==> src/rtl/axilite_uart_tx_master_if.sv <==
// rtl/axilite_uart_tx_master_if.sv - AXI-lite channel bundle between the TX master and the UART slave port
interface axilite_uart_tx_master_if #(
    parameter int ADDR_WIDTH = 32,
    parameter int DATA_WIDTH = 32
);
    logic [ADDR_WIDTH-1:0]   awaddr;
    logic [2:0]              awprot;
    logic                    awvalid;
    logic                    awready;
    logic [DATA_WIDTH-1:0]   wdata;
    logic [DATA_WIDTH/8-1:0] wstrb;
    logic                    wvalid;
    logic                    wready;
    logic [1:0]              bresp;
    logic                    bvalid;
    logic                    bready;
    logic [ADDR_WIDTH-1:0]   araddr;
    logic [2:0]              arprot;
    logic                    arvalid;
    logic                    arready;
    logic [DATA_WIDTH-1:0]   rdata;
    logic [1:0]              rresp;
    logic                    rvalid;
    logic                    rready;

    modport master (
        output awaddr, awprot, awvalid, input awready,
        output wdata, wstrb, wvalid, input wready,
        input bresp, bvalid, output bready,
        output araddr, arprot, arvalid, input arready,
        input rdata, rresp, rvalid, output rready
    );

    modport slave (
        input awaddr, awprot, awvalid, output awready,
        input wdata, wstrb, wvalid, output wready,
        output bresp, bvalid, input bready,
        input araddr, arprot, arvalid, output arready,
        output rdata, rresp, rvalid, input rready
    );
endinterface

==> src/rtl/axilite_uart_tx_master.sv <==
// rtl/axilite_uart_tx_master.sv - byte stream to UART AXI-lite TX bridge (poll STAT, write TX)
// Optional CR insertion before LF when UART_TX_CRLF_EN is defined.
module axilite_uart_tx_master #(
    parameter int          FIFO_DEPTH       = 16,
    parameter logic [31:0] UART_BASE_ADDR   = 32'h0,
    parameter int          LOCAL_ADDR_WIDTH = 32,
    parameter int          LOCAL_DATA_WIDTH = 32
) (
    input  logic       clock_i,
    input  logic       reset_i,
    input  logic [7:0] s_data_i,
    input  logic       s_valid_i,
    output logic       s_ready_o,
    output logic       busy_o,
    output logic       err_o,
    axilite_uart_tx_master_if.master m_axilite
);
    localparam int PTR_W = $clog2(FIFO_DEPTH);
    localparam logic [LOCAL_ADDR_WIDTH-1:0] STAT_ADDR = LOCAL_ADDR_WIDTH'(UART_BASE_ADDR + 32'h8);
    localparam logic [LOCAL_ADDR_WIDTH-1:0] TX_ADDR   = LOCAL_ADDR_WIDTH'(UART_BASE_ADDR + 32'h4);

    typedef enum logic [2:0] {IDLE, RD_AR, RD_R, WR_AWW, WR_B} state_t;

    state_t                      r_state;
    logic [7:0]                  r_mem [FIFO_DEPTH];
    logic [PTR_W:0]              r_wr_ptr;
    logic [PTR_W:0]              r_rd_ptr;
    logic                        r_arvalid;
    logic                        r_rready;
    logic                        r_awvalid;
    logic                        r_wvalid;
    logic                        r_bready;
    logic [LOCAL_ADDR_WIDTH-1:0] r_araddr;
    logic [LOCAL_ADDR_WIDTH-1:0] r_awaddr;
    logic [LOCAL_DATA_WIDTH-1:0] r_wdata;
    logic                        r_err;

    logic       w_full;
    logic       w_empty;
    logic       w_push;
    logic       w_pop;
    logic [7:0] w_head;
    logic [7:0] w_tx_byte;
    logic       w_pop_head;
    logic       w_aw_ok;
    logic       w_w_ok;
    logic       w_unused_rdata;

    assign w_full  = (r_wr_ptr[PTR_W] != r_rd_ptr[PTR_W]) &&
                     (r_wr_ptr[PTR_W-1:0] == r_rd_ptr[PTR_W-1:0]);
    assign w_empty = (r_wr_ptr == r_rd_ptr);
    assign w_head  = r_mem[r_rd_ptr[PTR_W-1:0]];
    assign w_push  = s_valid_i && s_ready_o;
    assign w_pop   = (r_state == WR_B) && m_axilite.bvalid && w_pop_head;

`ifdef UART_TX_CRLF_EN
    logic r_cr_done;

    // An LF head is first sent as CR; the head stays put until the LF itself is written.
    assign w_tx_byte  = (w_head == 8'h0A && !r_cr_done) ? 8'h0D : w_head;
    assign w_pop_head = (w_head != 8'h0A) || r_cr_done;

    always_ff @(posedge clock_i) begin
        if (reset_i) begin
            r_cr_done <= 1'b0;
        end else if (r_state == WR_B && m_axilite.bvalid) begin
            r_cr_done <= !w_pop_head;
        end
    end
`else
    assign w_tx_byte  = w_head;
    assign w_pop_head = 1'b1;
`endif

    always_ff @(posedge clock_i) begin
        if (w_push) begin
            r_mem[r_wr_ptr[PTR_W-1:0]] <= s_data_i;
        end
    end

    always_ff @(posedge clock_i) begin
        if (reset_i) begin
            r_wr_ptr <= '0;
            r_rd_ptr <= '0;
        end else begin
            if (w_push) r_wr_ptr <= r_wr_ptr + (PTR_W+1)'(1);
            if (w_pop)  r_rd_ptr <= r_rd_ptr + (PTR_W+1)'(1);
        end
    end

    // A channel counts as done once its valid is low or its handshake completes this cycle.
    assign w_aw_ok = !r_awvalid || m_axilite.awready;
    assign w_w_ok  = !r_wvalid  || m_axilite.wready;

    always_ff @(posedge clock_i) begin
        if (reset_i) begin
            r_state   <= IDLE;
            r_arvalid <= 1'b0;
            r_rready  <= 1'b0;
            r_awvalid <= 1'b0;
            r_wvalid  <= 1'b0;
            r_bready  <= 1'b0;
            r_araddr  <= '0;
            r_awaddr  <= '0;
            r_wdata   <= '0;
            r_err     <= 1'b0;
        end else begin
            case (r_state)
                IDLE: begin
                    if (!w_empty) begin
                        r_arvalid <= 1'b1;
                        r_araddr  <= STAT_ADDR;
                        r_state   <= RD_AR;
                    end
                end
                RD_AR: begin
                    if (m_axilite.arready) begin
                        r_arvalid <= 1'b0;
                        r_rready  <= 1'b1;
                        r_state   <= RD_R;
                    end
                end
                RD_R: begin
                    if (m_axilite.rvalid) begin
                        r_rready <= 1'b0;
                        if (m_axilite.rresp != 2'b00) r_err <= 1'b1;
                        // A failed status read is treated like a full TX FIFO.
                        if (m_axilite.rresp != 2'b00 || m_axilite.rdata[3]) begin
                            r_arvalid <= 1'b1;
                            r_state   <= RD_AR;
                        end else begin
                            r_awvalid <= 1'b1;
                            r_wvalid  <= 1'b1;
                            r_awaddr  <= TX_ADDR;
                            r_wdata   <= LOCAL_DATA_WIDTH'(w_tx_byte);
                            r_state   <= WR_AWW;
                        end
                    end
                end
                WR_AWW: begin
                    if (r_awvalid && m_axilite.awready) r_awvalid <= 1'b0;
                    if (r_wvalid && m_axilite.wready)   r_wvalid  <= 1'b0;
                    if (w_aw_ok && w_w_ok) begin
                        r_bready <= 1'b1;
                        r_state  <= WR_B;
                    end
                end
                WR_B: begin
                    if (m_axilite.bvalid) begin
                        r_bready <= 1'b0;
                        if (m_axilite.bresp != 2'b00) r_err <= 1'b1;
                        r_state <= IDLE;
                    end
                end
                default: r_state <= IDLE;
            endcase
        end
    end

    assign m_axilite.awaddr  = r_awaddr;
    assign m_axilite.awprot  = 3'b000;
    assign m_axilite.awvalid = r_awvalid;
    assign m_axilite.wdata   = r_wdata;
    assign m_axilite.wstrb   = 4'b0001;
    assign m_axilite.wvalid  = r_wvalid;
    assign m_axilite.bready  = r_bready;
    assign m_axilite.araddr  = r_araddr;
    assign m_axilite.arprot  = 3'b000;
    assign m_axilite.arvalid = r_arvalid;
    assign m_axilite.rready  = r_rready;

    assign w_unused_rdata = ^m_axilite.rdata;

    assign s_ready_o = !reset_i && !w_full;
    assign busy_o    = !w_empty || (r_state != IDLE);
    assign err_o     = r_err;
endmodule
==> src/flat_wrapper.sv <==
// flat-port wrapper written by rule: the top's interface ports become plain ports
module axilite_uart_tx_master_flat 
#(
    parameter int          FIFO_DEPTH       = 16,
    parameter logic [31:0] UART_BASE_ADDR   = 32'h0,
    parameter int          LOCAL_ADDR_WIDTH = 32,
    parameter int          LOCAL_DATA_WIDTH = 32
)
  (clock_i, reset_i, s_data_i, s_valid_i, s_ready_o, busy_o, err_o, m_axilite_awaddr, m_axilite_awprot, m_axilite_awvalid, m_axilite_awready, m_axilite_wdata, m_axilite_wstrb, m_axilite_wvalid, m_axilite_wready, m_axilite_bresp, m_axilite_bvalid, m_axilite_bready, m_axilite_araddr, m_axilite_arprot, m_axilite_arvalid, m_axilite_arready, m_axilite_rdata, m_axilite_rresp, m_axilite_rvalid, m_axilite_rready);
  axilite_uart_tx_master_if m_axilite_i ();
  input  logic clock_i;
  input  logic reset_i;
  input  logic [7:0] s_data_i;
  input  logic s_valid_i;
  output logic s_ready_o;
  output logic busy_o;
  output logic err_o;
  output wire logic [$bits(m_axilite_i.awaddr)-1:0] m_axilite_awaddr;
  output wire logic [$bits(m_axilite_i.awprot)-1:0] m_axilite_awprot;
  output wire logic [$bits(m_axilite_i.awvalid)-1:0] m_axilite_awvalid;
  input wire logic [$bits(m_axilite_i.awready)-1:0] m_axilite_awready;
  output wire logic [$bits(m_axilite_i.wdata)-1:0] m_axilite_wdata;
  output wire logic [$bits(m_axilite_i.wstrb)-1:0] m_axilite_wstrb;
  output wire logic [$bits(m_axilite_i.wvalid)-1:0] m_axilite_wvalid;
  input wire logic [$bits(m_axilite_i.wready)-1:0] m_axilite_wready;
  input wire logic [$bits(m_axilite_i.bresp)-1:0] m_axilite_bresp;
  input wire logic [$bits(m_axilite_i.bvalid)-1:0] m_axilite_bvalid;
  output wire logic [$bits(m_axilite_i.bready)-1:0] m_axilite_bready;
  output wire logic [$bits(m_axilite_i.araddr)-1:0] m_axilite_araddr;
  output wire logic [$bits(m_axilite_i.arprot)-1:0] m_axilite_arprot;
  output wire logic [$bits(m_axilite_i.arvalid)-1:0] m_axilite_arvalid;
  input wire logic [$bits(m_axilite_i.arready)-1:0] m_axilite_arready;
  input wire logic [$bits(m_axilite_i.rdata)-1:0] m_axilite_rdata;
  input wire logic [$bits(m_axilite_i.rresp)-1:0] m_axilite_rresp;
  input wire logic [$bits(m_axilite_i.rvalid)-1:0] m_axilite_rvalid;
  output wire logic [$bits(m_axilite_i.rready)-1:0] m_axilite_rready;
  assign m_axilite_awaddr = m_axilite_i.awaddr;
  assign m_axilite_awprot = m_axilite_i.awprot;
  assign m_axilite_awvalid = m_axilite_i.awvalid;
  assign m_axilite_i.awready = m_axilite_awready;
  assign m_axilite_wdata = m_axilite_i.wdata;
  assign m_axilite_wstrb = m_axilite_i.wstrb;
  assign m_axilite_wvalid = m_axilite_i.wvalid;
  assign m_axilite_i.wready = m_axilite_wready;
  assign m_axilite_i.bresp = m_axilite_bresp;
  assign m_axilite_i.bvalid = m_axilite_bvalid;
  assign m_axilite_bready = m_axilite_i.bready;
  assign m_axilite_araddr = m_axilite_i.araddr;
  assign m_axilite_arprot = m_axilite_i.arprot;
  assign m_axilite_arvalid = m_axilite_i.arvalid;
  assign m_axilite_i.arready = m_axilite_arready;
  assign m_axilite_i.rdata = m_axilite_rdata;
  assign m_axilite_i.rresp = m_axilite_rresp;
  assign m_axilite_i.rvalid = m_axilite_rvalid;
  assign m_axilite_rready = m_axilite_i.rready;
  axilite_uart_tx_master #(.FIFO_DEPTH(FIFO_DEPTH), .UART_BASE_ADDR(UART_BASE_ADDR), .LOCAL_ADDR_WIDTH(LOCAL_ADDR_WIDTH), .LOCAL_DATA_WIDTH(LOCAL_DATA_WIDTH)) u_core (.clock_i(clock_i), .reset_i(reset_i), .s_data_i(s_data_i), .s_valid_i(s_valid_i), .s_ready_o(s_ready_o), .busy_o(busy_o), .err_o(err_o), .m_axilite(m_axilite_i));
endmodule
==> config.mk <==
export PLATFORM = sky130hd
export DESIGN_NAME = axilite_uart_tx_master_flat
export DESIGN_NICKNAME = d
export VERILOG_FILES = /design/src/rtl/axilite_uart_tx_master_if.sv /design/src/rtl/axilite_uart_tx_master.sv /design/src/flat_wrapper.sv
export SDC_FILE = /design/constraint.sdc
export NUM_CORES = 1
export LEC_CHECK = 0
export BUFFER_PORTS_ARGS = -buffer_cell sky130_fd_sc_hd__buf_2
export CAP_MARGIN = 10
export CORE_ASPECT_RATIO = 0.7
export CORE_UTILIZATION = 49
export DETAILED_ROUTE_END_ITERATION = 10
export PLACE_DENSITY = 0.76
export RECOVER_POWER = 25
export REMOVE_ABC_BUFFERS = 1
export SLEW_MARGIN = 20
export SYNTH_ARGS = -nofsm -noshare
export SYNTH_HDL_FRONTEND = slang
export SYNTH_SLANG_ARGS = --single-unit
==> constraint.sdc <==
create_clock -name clock_i -period 2.25 [get_ports clock_i]
set_clock_uncertainty 0.05 [all_clocks]
set_input_delay 0.45 -clock clock_i [delete_from_list [all_inputs] [get_ports clock_i]]
set_output_delay 0.45 -clock clock_i [all_outputs]
set_load 0.02 [all_outputs]
Yosys cells after proc, flatten, opt, wreduce, memory -nomap -nowiden:

Memories as Yosys holds them, arrays and structs flattened. A register that Yosys moved wholly into a read port is not among the register bits.
Index checks and enable logic that the tools add are counted.
W data, S select, Z words.

* $add $sub $neg: 2
* equal/unequal tests: 18
* multiplexer cells: 31
* bitwise operators: 2
* reductions and logical operators: 34

Operators with widths (count)
* $mux W1: 18
* $mux W3: 5
* $pmux W3 S5: 1
* $reduce_and A5 Y1: 3
* $ne A2 B2 Y1 const B: 6
* $reduce_bool A2 Y1: 6
* $add A5 B1 Y5 const B: 2
* $ne A2 B1 Y1 const B: 5
* $pmux W1 S2: 5
* $reduce_and A3 Y1: 3
* $reduce_and A4 Y1: 2
* $logic_and A1 B1 Y1: 7
* $eq A3 B2 Y1 const B: 2
* $reduce_bool A3 Y1: 2
* $eq A5 B5 Y1: 1
* $logic_not A1 Y1: 5
* $eq A4 B4 Y1: 1
* $logic_or A1 B1 Y1: 4
* $eq A3 B1 Y1 const B: 1
* $eq A3 B3 Y1 const B: 1
* $logic_not A3 Y1: 1
* $pmux W1 S3: 1
* $mux W2: 1
* $not A1 Y1: 2
* other kinds (2): 2

* flip-flop bits (word level): 21
* bits in writable memories: 128
* bits of input ports: 52
* word-level logic and storage cells: 99
* memories kept: 1

Memories
* u_core.r_mem: depth 16, width 8, read ports 1, clocked after Yosys merged registers in 1, write ports 1, RTL line axilite_uart_tx_master.sv:25 `logic [7:0] r_mem [FIFO_DEPTH];`

Depth between registers and ports, before layout:

Gate-level depths: netlist of run 1.

* word-level depth: 7
* gate-level depth with buffers: 7
* gate-level depth less buffers: 5

Worst setup path before layout of run 1:

OpenSTA, ideal clock, no wires.

* path type: in2reg
* start: input port s_valid_i
* end: memory u_core.r_mem[4][0] (enable)
* library setup time: 395 ps
* arrival: 1854 ps
* path slack: -48 ps
* stages on the path: 4
* buffers on the path: 2
* cell sequence: clkbuf_1 -> o21ai_2 -> buf_2 -> nor4_1

* word-level cells in the longest chain between the ends: 3

Ends and longest elaborated chain
* from (decl): RTL line flat_wrapper.sv:14 `input logic s_valid_i;`
* $logic_and A1 B1 Y1: RTL line axilite_uart_tx_master.sv:53 `assign w_push = s_valid_i && s_ready_o;`
* $mux W1: RTL line axilite_uart_tx_master.sv:76 `if (w_push) begin`
* $mux W1 (not written as such): RTL line axilite_uart_tx_master.sv:77 `r_mem[r_wr_ptr[PTR_W-1:0]] <= s_data_i;`
* to (decl): RTL line axilite_uart_tx_master.sv:25

No other way between the ends.

Worst setup path after layout of run 1:

* start: register u_core.r_rd_ptr[3]
* end: output port s_ready_o

* word-level cells in the longest chain between the ends: 4

Ends and longest elaborated chain
* from (decl): RTL line axilite_uart_tx_master.sv:27 `logic [PTR_W:0] r_rd_ptr;`
* from (signal assigned): RTL line axilite_uart_tx_master.sv:87 `if (w_pop) r_rd_ptr <= r_rd_ptr + (PTR_W+1)'(1);`
* $eq A4 B4 Y1: RTL line axilite_uart_tx_master.sv:50 `(r_wr_ptr[PTR_W-1:0] == r_rd_ptr[PTR_W-1:0]);`
* $logic_and A1 B1 Y1: RTL line axilite_uart_tx_master.sv:49 `assign w_full = (r_wr_ptr[PTR_W] != r_rd_ptr[PTR_W]) &&`
* $logic_not A1 Y1: RTL line axilite_uart_tx_master.sv:174 `assign s_ready_o = !reset_i && !w_full;`
* $logic_and A1 B1 Y1: RTL line axilite_uart_tx_master.sv:174
* to (decl): RTL line flat_wrapper.sv:15 `output logic s_ready_o;`

No other way between the ends.

==> flow_metrics.py, run 1 <==
metrics = {
    "clock_tree": {
        "clk_latency_ps": 420,
        "cts_buffers": 17,
        "clock_sinks": 157,
        "clk_pin_slew_ps": 60,
        "cts_tree": "yes",
        "root_buffer": "clkbuf_16",
        "cts_max_level": 4,
        "cts_buffer_depth": 2,
        "postCtsSetupBuffers": 0,
    },
    "synthesis": {
        "synth_commonest_cells": "128 x edfxtp_1, 97 x buf_4, 29 x dfxtp_1, 27 x nor2_1, 24 x mux4_2",
        "netlist_top_cells_area": "edfxtp_1 53%, buf_4 10%, dfxtp_1 8.0%",
        "yosysTopAreaCell": "edfxtp_1",
        "yosysMostFrequentCell": "edfxtp_1",
        "synth-seq-area-share_pct": 61.2,
        "synth_edf_count": 128,
        "async_flop_share_pct": 0,
        "syn_area_mm2": 0.00723,
        "syn_area_per_cell_um2": 14.4,
        "ys.flop_type": "edfxtp_1",
        "syn_inst": 502,
        "ys_types": 58,
        "ys_warn_count": 0,
        "synthDominantCellAreaShare_pct": 53.2,
        "ys_ff_latch": 157,
    },
    "detailed_routing": {
        "avgRoutedWirePerCell_um": 18.7,
        "drt_pass1_iterations": 5,
        "drt_iter0_markers": 489,
        "drc_errors": 0,
        "routed_via_density": 5.44,
        "routed_wl_um": 14200,
        "ant_nets": 0,
        "vias": 4129,
    },
    "placed_design": {
        "portBuffers": 38,
        "dp_cells": 727,
        "gp_congestion": 0.864,
        "placed_cell_area_mm2": 0.00730,
        "hpwlAfterDp_um": 8930,
    },
    "worst_setup_path": {
        "setup.worst_path.class": "reg2out",
        "path_buf_inv": 1,
        "cpMostUsedCell": "nor2_1",
        "cp_cell_sequence": "xnor2_2, nand4_4, nor2_1, nor2_1, buf_2",
        "cp.required_ps": 1750,
        "cp_data_arrival_time_ps": 1640,
        "critical-path-max-stage-delay_ps": 450,
        "slowest_stage": "dfxtp_2",
        "critPathTopFamily": "flip-flops",
        "cp_max_fo": 9,
        "worstRegToRegCells": 5,
        "end_kind": "primary output",
        "worstSetupPathDepth": 5,
        "startpoint_type": "flop",
    },
    "final_layout": {
        "fin_area_mm2": 0.00790,
        "multi_input_area_mm2": 0.00220,
        "antenna_cells": 0,
        "fin_cells": 759,
        "fillers": 1070,
        "syn2layout_area_growth_pct": 9.37,
        "drive_gt1_share_pct": 22.7,
        "utilization_pct": 55.9,
        "nets": 613,
        "seq_area_mm2": 0.00443,
    },
    "floorplanning": {
        "start_util_pct": 51.1,
        "die-area_mm2": 0.0152,
        "die_height_um": 104,
        "rows": 36,
        "coreArea_mm2": 0.0141,
        "dieWidth_um": 147,
        "io_pins": 166,
    },
    "global_route": {
        "met1_usage_pct": 24.9,
        "grt_max_degree": 31,
        "antenna_found_initial": 0,
        "top_usage_layer": "met2",
        "grt_pass1_vias": 3812,
        "grt_overflow": 0,
        "grt_use_met3_pct": 5.37,
        "track_usage_pct": 19.2,
        "use_met2_pct": 30.7,
        "grt_pass1_wl_um": 21400,
    },
    "run_status": {
        "status": "complete, no violations",
    },
    "sta": {
        "fmax_mhz": 468,
        "finalMaxSlewViolations": 0,
        "maxSlewHeadroom_pct": 51.5,
        "setup_viol_count_final": 0,
        "tightest_slew_ps": 728,
        "tns_ps": 0,
        "rsz0062_at_grt": "no",
        "period_needed_ps": 2140,
        "period_share_pct": 94.9,
        "finalHoldViolations": 0,
    },
    "pwr": {
        "p_leak_nw": 2.77,
        "power_mw": 6.55,
        "p_per_area_mw_per_mm2": 828,
        "max-vdd-ir-drop_mv": 0.582,
    },
    "hold_path": {
        "hold_path_class": "in2reg",
        "hold_depth": 3,
    },
    "run": {
        "maxCapViolations": 0,
    },
}
[final cells by class]
cell class | instances | share of cell area, %
clock buffer | 18 | 5.43
clock inverter | 14 | 2.20
inverter | 7 | 0.332
multi-input combinational | 307 | 27.9
sequential | 157 | 56.0
tap | 190 | 3.01
timing repair buffer | 66 | 5.14
[worst register-to-register path, stage by stage (launching register included)]
cell and delay (ps):
dfxtp_1 390, buf_4 350, nand3_1 430, o22ai_1 330
a21oi_1 70, a311oi_1 310
[sequential cells by signal (all words and copies together), names as in the netlist, 3 cells and up]
signal,cells
u_core.r_state,3
u_core.m_axilite.wdata,8
u_core.r_rd_ptr,5
u_core.r_mem,128
u_core.r_wr_ptr,5
[path summary, 6_finish.rpt]
check	start	to	slack (ps)
worst max-delay path	u_core.r_rd_ptr[3]	s_ready_o	110
worst min-delay path	s_valid_i	u_core.r_wr_ptr[1]	370
worst max register to register	u_core.r_rd_ptr[2]	u_core.m_axilite.wdata[1]	210
worst min register to register	u_core.m_axilite.araddr[3]	u_core.m_axilite.araddr[3]	400
[stage by stage]
step	hold slack [ps]	setup slack, ps
global route	367	12.1
CTS	341	0.462
detailed placement	387	176
finish	367	114
floorplan	466	-1330
global placement	382	281
[metal layers]
layer	part of all wire (%)	wire length, um
met3	8.1	1150
met5	0	0
met1	42	5920
met4	2.0	289
met2	48	6820
[where the power goes]
group	internal [mW]	total (mW)	switching [mW]
registers	3.17	3.21	0.0357
clock network	1.84	2.92	1.09
logic	0.0928	0.416	0.324
[placed cells by master, fill, tap and decap left out, drive strengths merged, types with 7 or more instances in the layout]
cell type	instances
mux2i	16
inv	8
conb	96
a21oi	15
a22oi	8
o22ai	7
edfxtp	128
a311oi	8
o21ai	9
nand2	12
clkinv	7
buf	61
nor3	14
clkbuf	23
nor4	8
nor2	28
mux4	24
dfxtp	29
[what timing repair did]
item | in CTS | in global routing
setup endpoints to repair | 2 | 2
resized for setup | 2 | 1
hold buffers | 0 | 0
[cells by family after synthesis]
| kind of cell | Yosys count | share of synthesized area (%) |
|---|---|---|
| fa+ha+maj | 5 | 0.866 |
| simple gates | 89 | 6.56 |
| other cells | 2 | 0.104 |
| xor+xnor | 10 | 1.73 |
| flops | 157 | 61.2 |
| mux | 43 | 10.2 |
| compound gates | 64 | 5.99 |
| buf+inv | 132 | 13.3 |
No activity file was read; power rests on OpenSTA's default activity.
==> run 2, diff against run 1 <==
--- a/config.mk
+++ b/config.mk
@@ -10,6 +10,7 @@
 export CORE_ASPECT_RATIO = 0.7
 export CORE_UTILIZATION = 49
 export DETAILED_ROUTE_END_ITERATION = 10
+export GPL_TIMING_DRIVEN = 0
 export PLACE_DENSITY = 0.76
 export RECOVER_POWER = 25
 export REMOVE_ABC_BUFFERS = 1
==> run 2 against run 1 <==
The flow now finishes with violations (setup timing). Via count grew 2.4%. First-iteration DRC count shrank 11%. Sequential share of layout area shrank 1.6 points. Global-route usage grew 1.2 points. Wire length grew 8.4%. Clock-buffer cell count grew 5. Final cell count shrank 0.66%.
==> flow_metrics.py, run 2 (same netlist as run 1, synthesis figures left out) <==
metrics = {
    "run": {
        "maxCapViolations": 0,
    },
    "final_layout": {
        "mostFrequentLayoutCells": "128 x edfxtp_1, 96 x conb_1, 37 x buf_2, 26 x nor2_1, 24 x mux4_2",
        "fin_area_mm2": 0.00816,
        "drive_gt1_share_pct": 26.6,
        "layout_commonest_cell": "edfxtp_1",
        "multi_input_area_mm2": 0.00243,
        "utilization_pct": 57.7,
        "seq_area_mm2": 0.00444,
        "fillers": 1025,
        "largest_reg_flops": 128,
        "syn2layout_area_growth_pct": 12.8,
        "nets": 608,
        "fin_cells": 754,
        "antenna_cells": 0,
    },
    "global_route": {
        "grt_max_degree": 32,
        "antenna_found_initial": 1,
        "grt_pass1_vias": 3994,
        "grt_pass1_wl_um": 22700,
        "grt_overflow": 0,
        "track_usage_pct": 20.4,
    },
    "detailed_routing": {
        "ant_nets": 0,
        "drc_errors": 0,
        "avgRoutedWirePerCell_um": 20.4,
        "drt_pass1_iterations": 5,
        "routed_wl_um": 15400,
        "vias": 4229,
        "drt_iter0_markers": 436,
        "routed_via_density": 5.61,
    },
    "placed_design": {
        "gp_congestion": 0.845,
        "portBuffers": 38,
        "dp_cells": 708,
        "place_ws_ps": -1020,
        "hpwlAfterDp_um": 9340,
        "placed_cell_area_mm2": 0.00724,
    },
    "floorplanning": {
        "dieWidth_um": 147,
        "start_util_pct": 51.1,
        "die_height_um": 104,
        "io_pins": 166,
        "rows": 36,
        "coreArea_mm2": 0.0141,
        "die-area_mm2": 0.0152,
    },
    "sta": {
        "fin_ws_ps": -50.8,
        "tns_ps": -384,
        "finalHoldViolations": 0,
        "fmax_mhz": 435,
        "period_share_pct": 102,
        "tightest_slew_ps": 927,
        "hold_ws_ps": 361,
        "period_needed_ps": 2300,
        "setup_viol_count_final": 9,
        "maxSlewHeadroom_pct": 37.8,
        "finalMaxSlewViolations": 0,
        "rsz0062_at_grt": "yes",
    },
    "clock_tree": {
        "cts_max_level": 4,
        "cts_buffers": 17,
        "clk_pin_slew_ps": 60,
        "cts_buffer_depth": 2,
        "cts_tree": "yes",
        "root_buffer": "clkbuf_16",
        "clk_latency_ps": 420,
        "hold_buffers": 0,
        "clock_sinks": 157,
    },
    "run_status": {
        "violations": "setup timing",
        "status": "complete, but fails checks",
    },
    "worst_setup_path": {
        "cp.required_ps": 2240,
        "critical-path-max-stage-delay_ps": 810,
        "cp_cell_sequence": "xnor2_4, o21ai_4, nor3_2",
        "cp_max_fo": 9,
        "end_kind": "flop",
        "slowest_stage": "nor3_2",
        "cp_data_arrival_time_ps": 2290,
        "startpoint_type": "flop",
        "setup.worst_path.class": "reg2reg",
    },
    "pwr": {
        "switchingPower_mw": 1.54,
        "seq_power_share_pct": 49.1,
        "p_leak_nw": 2.83,
        "switching_share_pct": 23.5,
        "p_clk_share_pct": 43.9,
        "p_per_area_mw_per_mm2": 801,
        "power_mw": 6.53,
        "combPwrFrac_pct": 7.1,
        "max-vdd-ir-drop_mv": 0.593,
        "p_int_mw": 5.00,
    },
    "hold_path": {
        "hold_path_class": "in2reg",
    },
}
run 2: path summary, 6_finish.rpt:
kind,cells after the start,slack [ps],endpoint,start
setup / recovery,3,-50,u_core.r_mem[11][2],u_core.r_rd_ptr[4]
hold / removal,4,360,u_core.m_axilite.wvalid,m_axilite_wready
setup reg to reg,3,-50,u_core.r_mem[11][2],u_core.r_rd_ptr[4]
hold reg to reg,2,410,u_core.m_axilite.araddr[3],u_core.m_axilite.araddr[3]
run 2: repair_timing:
| action | 4_1_cts | 5_1_grt |
|---|---|---|
| buffers inserted | 5 | 7 |
| gates cloned | 1 | 1 |
| gates resized for setup | 22 | 6 |
| pin swaps | 2 | 3 |
| endpoints found under the setup margin | 145 | 99 |
run 2: layout make-up:
| class | count | area share [%] |
|---|---|---|
| Timing Repair Buffer | 60 | 4.97 |
| Multi-Input combinational cell | 308 | 29.9 |
| Clock inverter | 9 | 0.767 |
| Tap cell | 190 | 2.92 |
| Clock buffer | 23 | 6.66 |
| Sequential cell | 157 | 54.5 |
| Inverter | 7 | 0.368 |
run 2: worst max-delay path, delay by kind of cell (launching register included):
family	cells	cell delay, ps
AOI/OAI and AO/OA	1	210
xor gates and xnor gates	1	440
DFF	1	400
and+or+nand+nor	1	810
run 2: power by group through the flow:
stage                     registers (mW)  logic (mW)  clock network [mW]
after global routing                3.21       0.492                3.00
after floorplan                     3.28       0.258                   0
final                               3.21       0.461                2.87
after global placement              3.27       0.373                   0
after CTS                           3.20       0.437                2.88
after detailed placement            3.27       0.399                   0
run 2: routing by layer:
layer | vias up | global-route usage, % | part of all wire (%)
met4 | 2 | 6.85 | 2.1
met3 | 33 | 5.68 | 8.2
met2 | 265 | 32.8 | 49
met1 | 2126 | 26.8 | 40
met5 | - | 0 | 0.078
li1 | 1803 | - | -
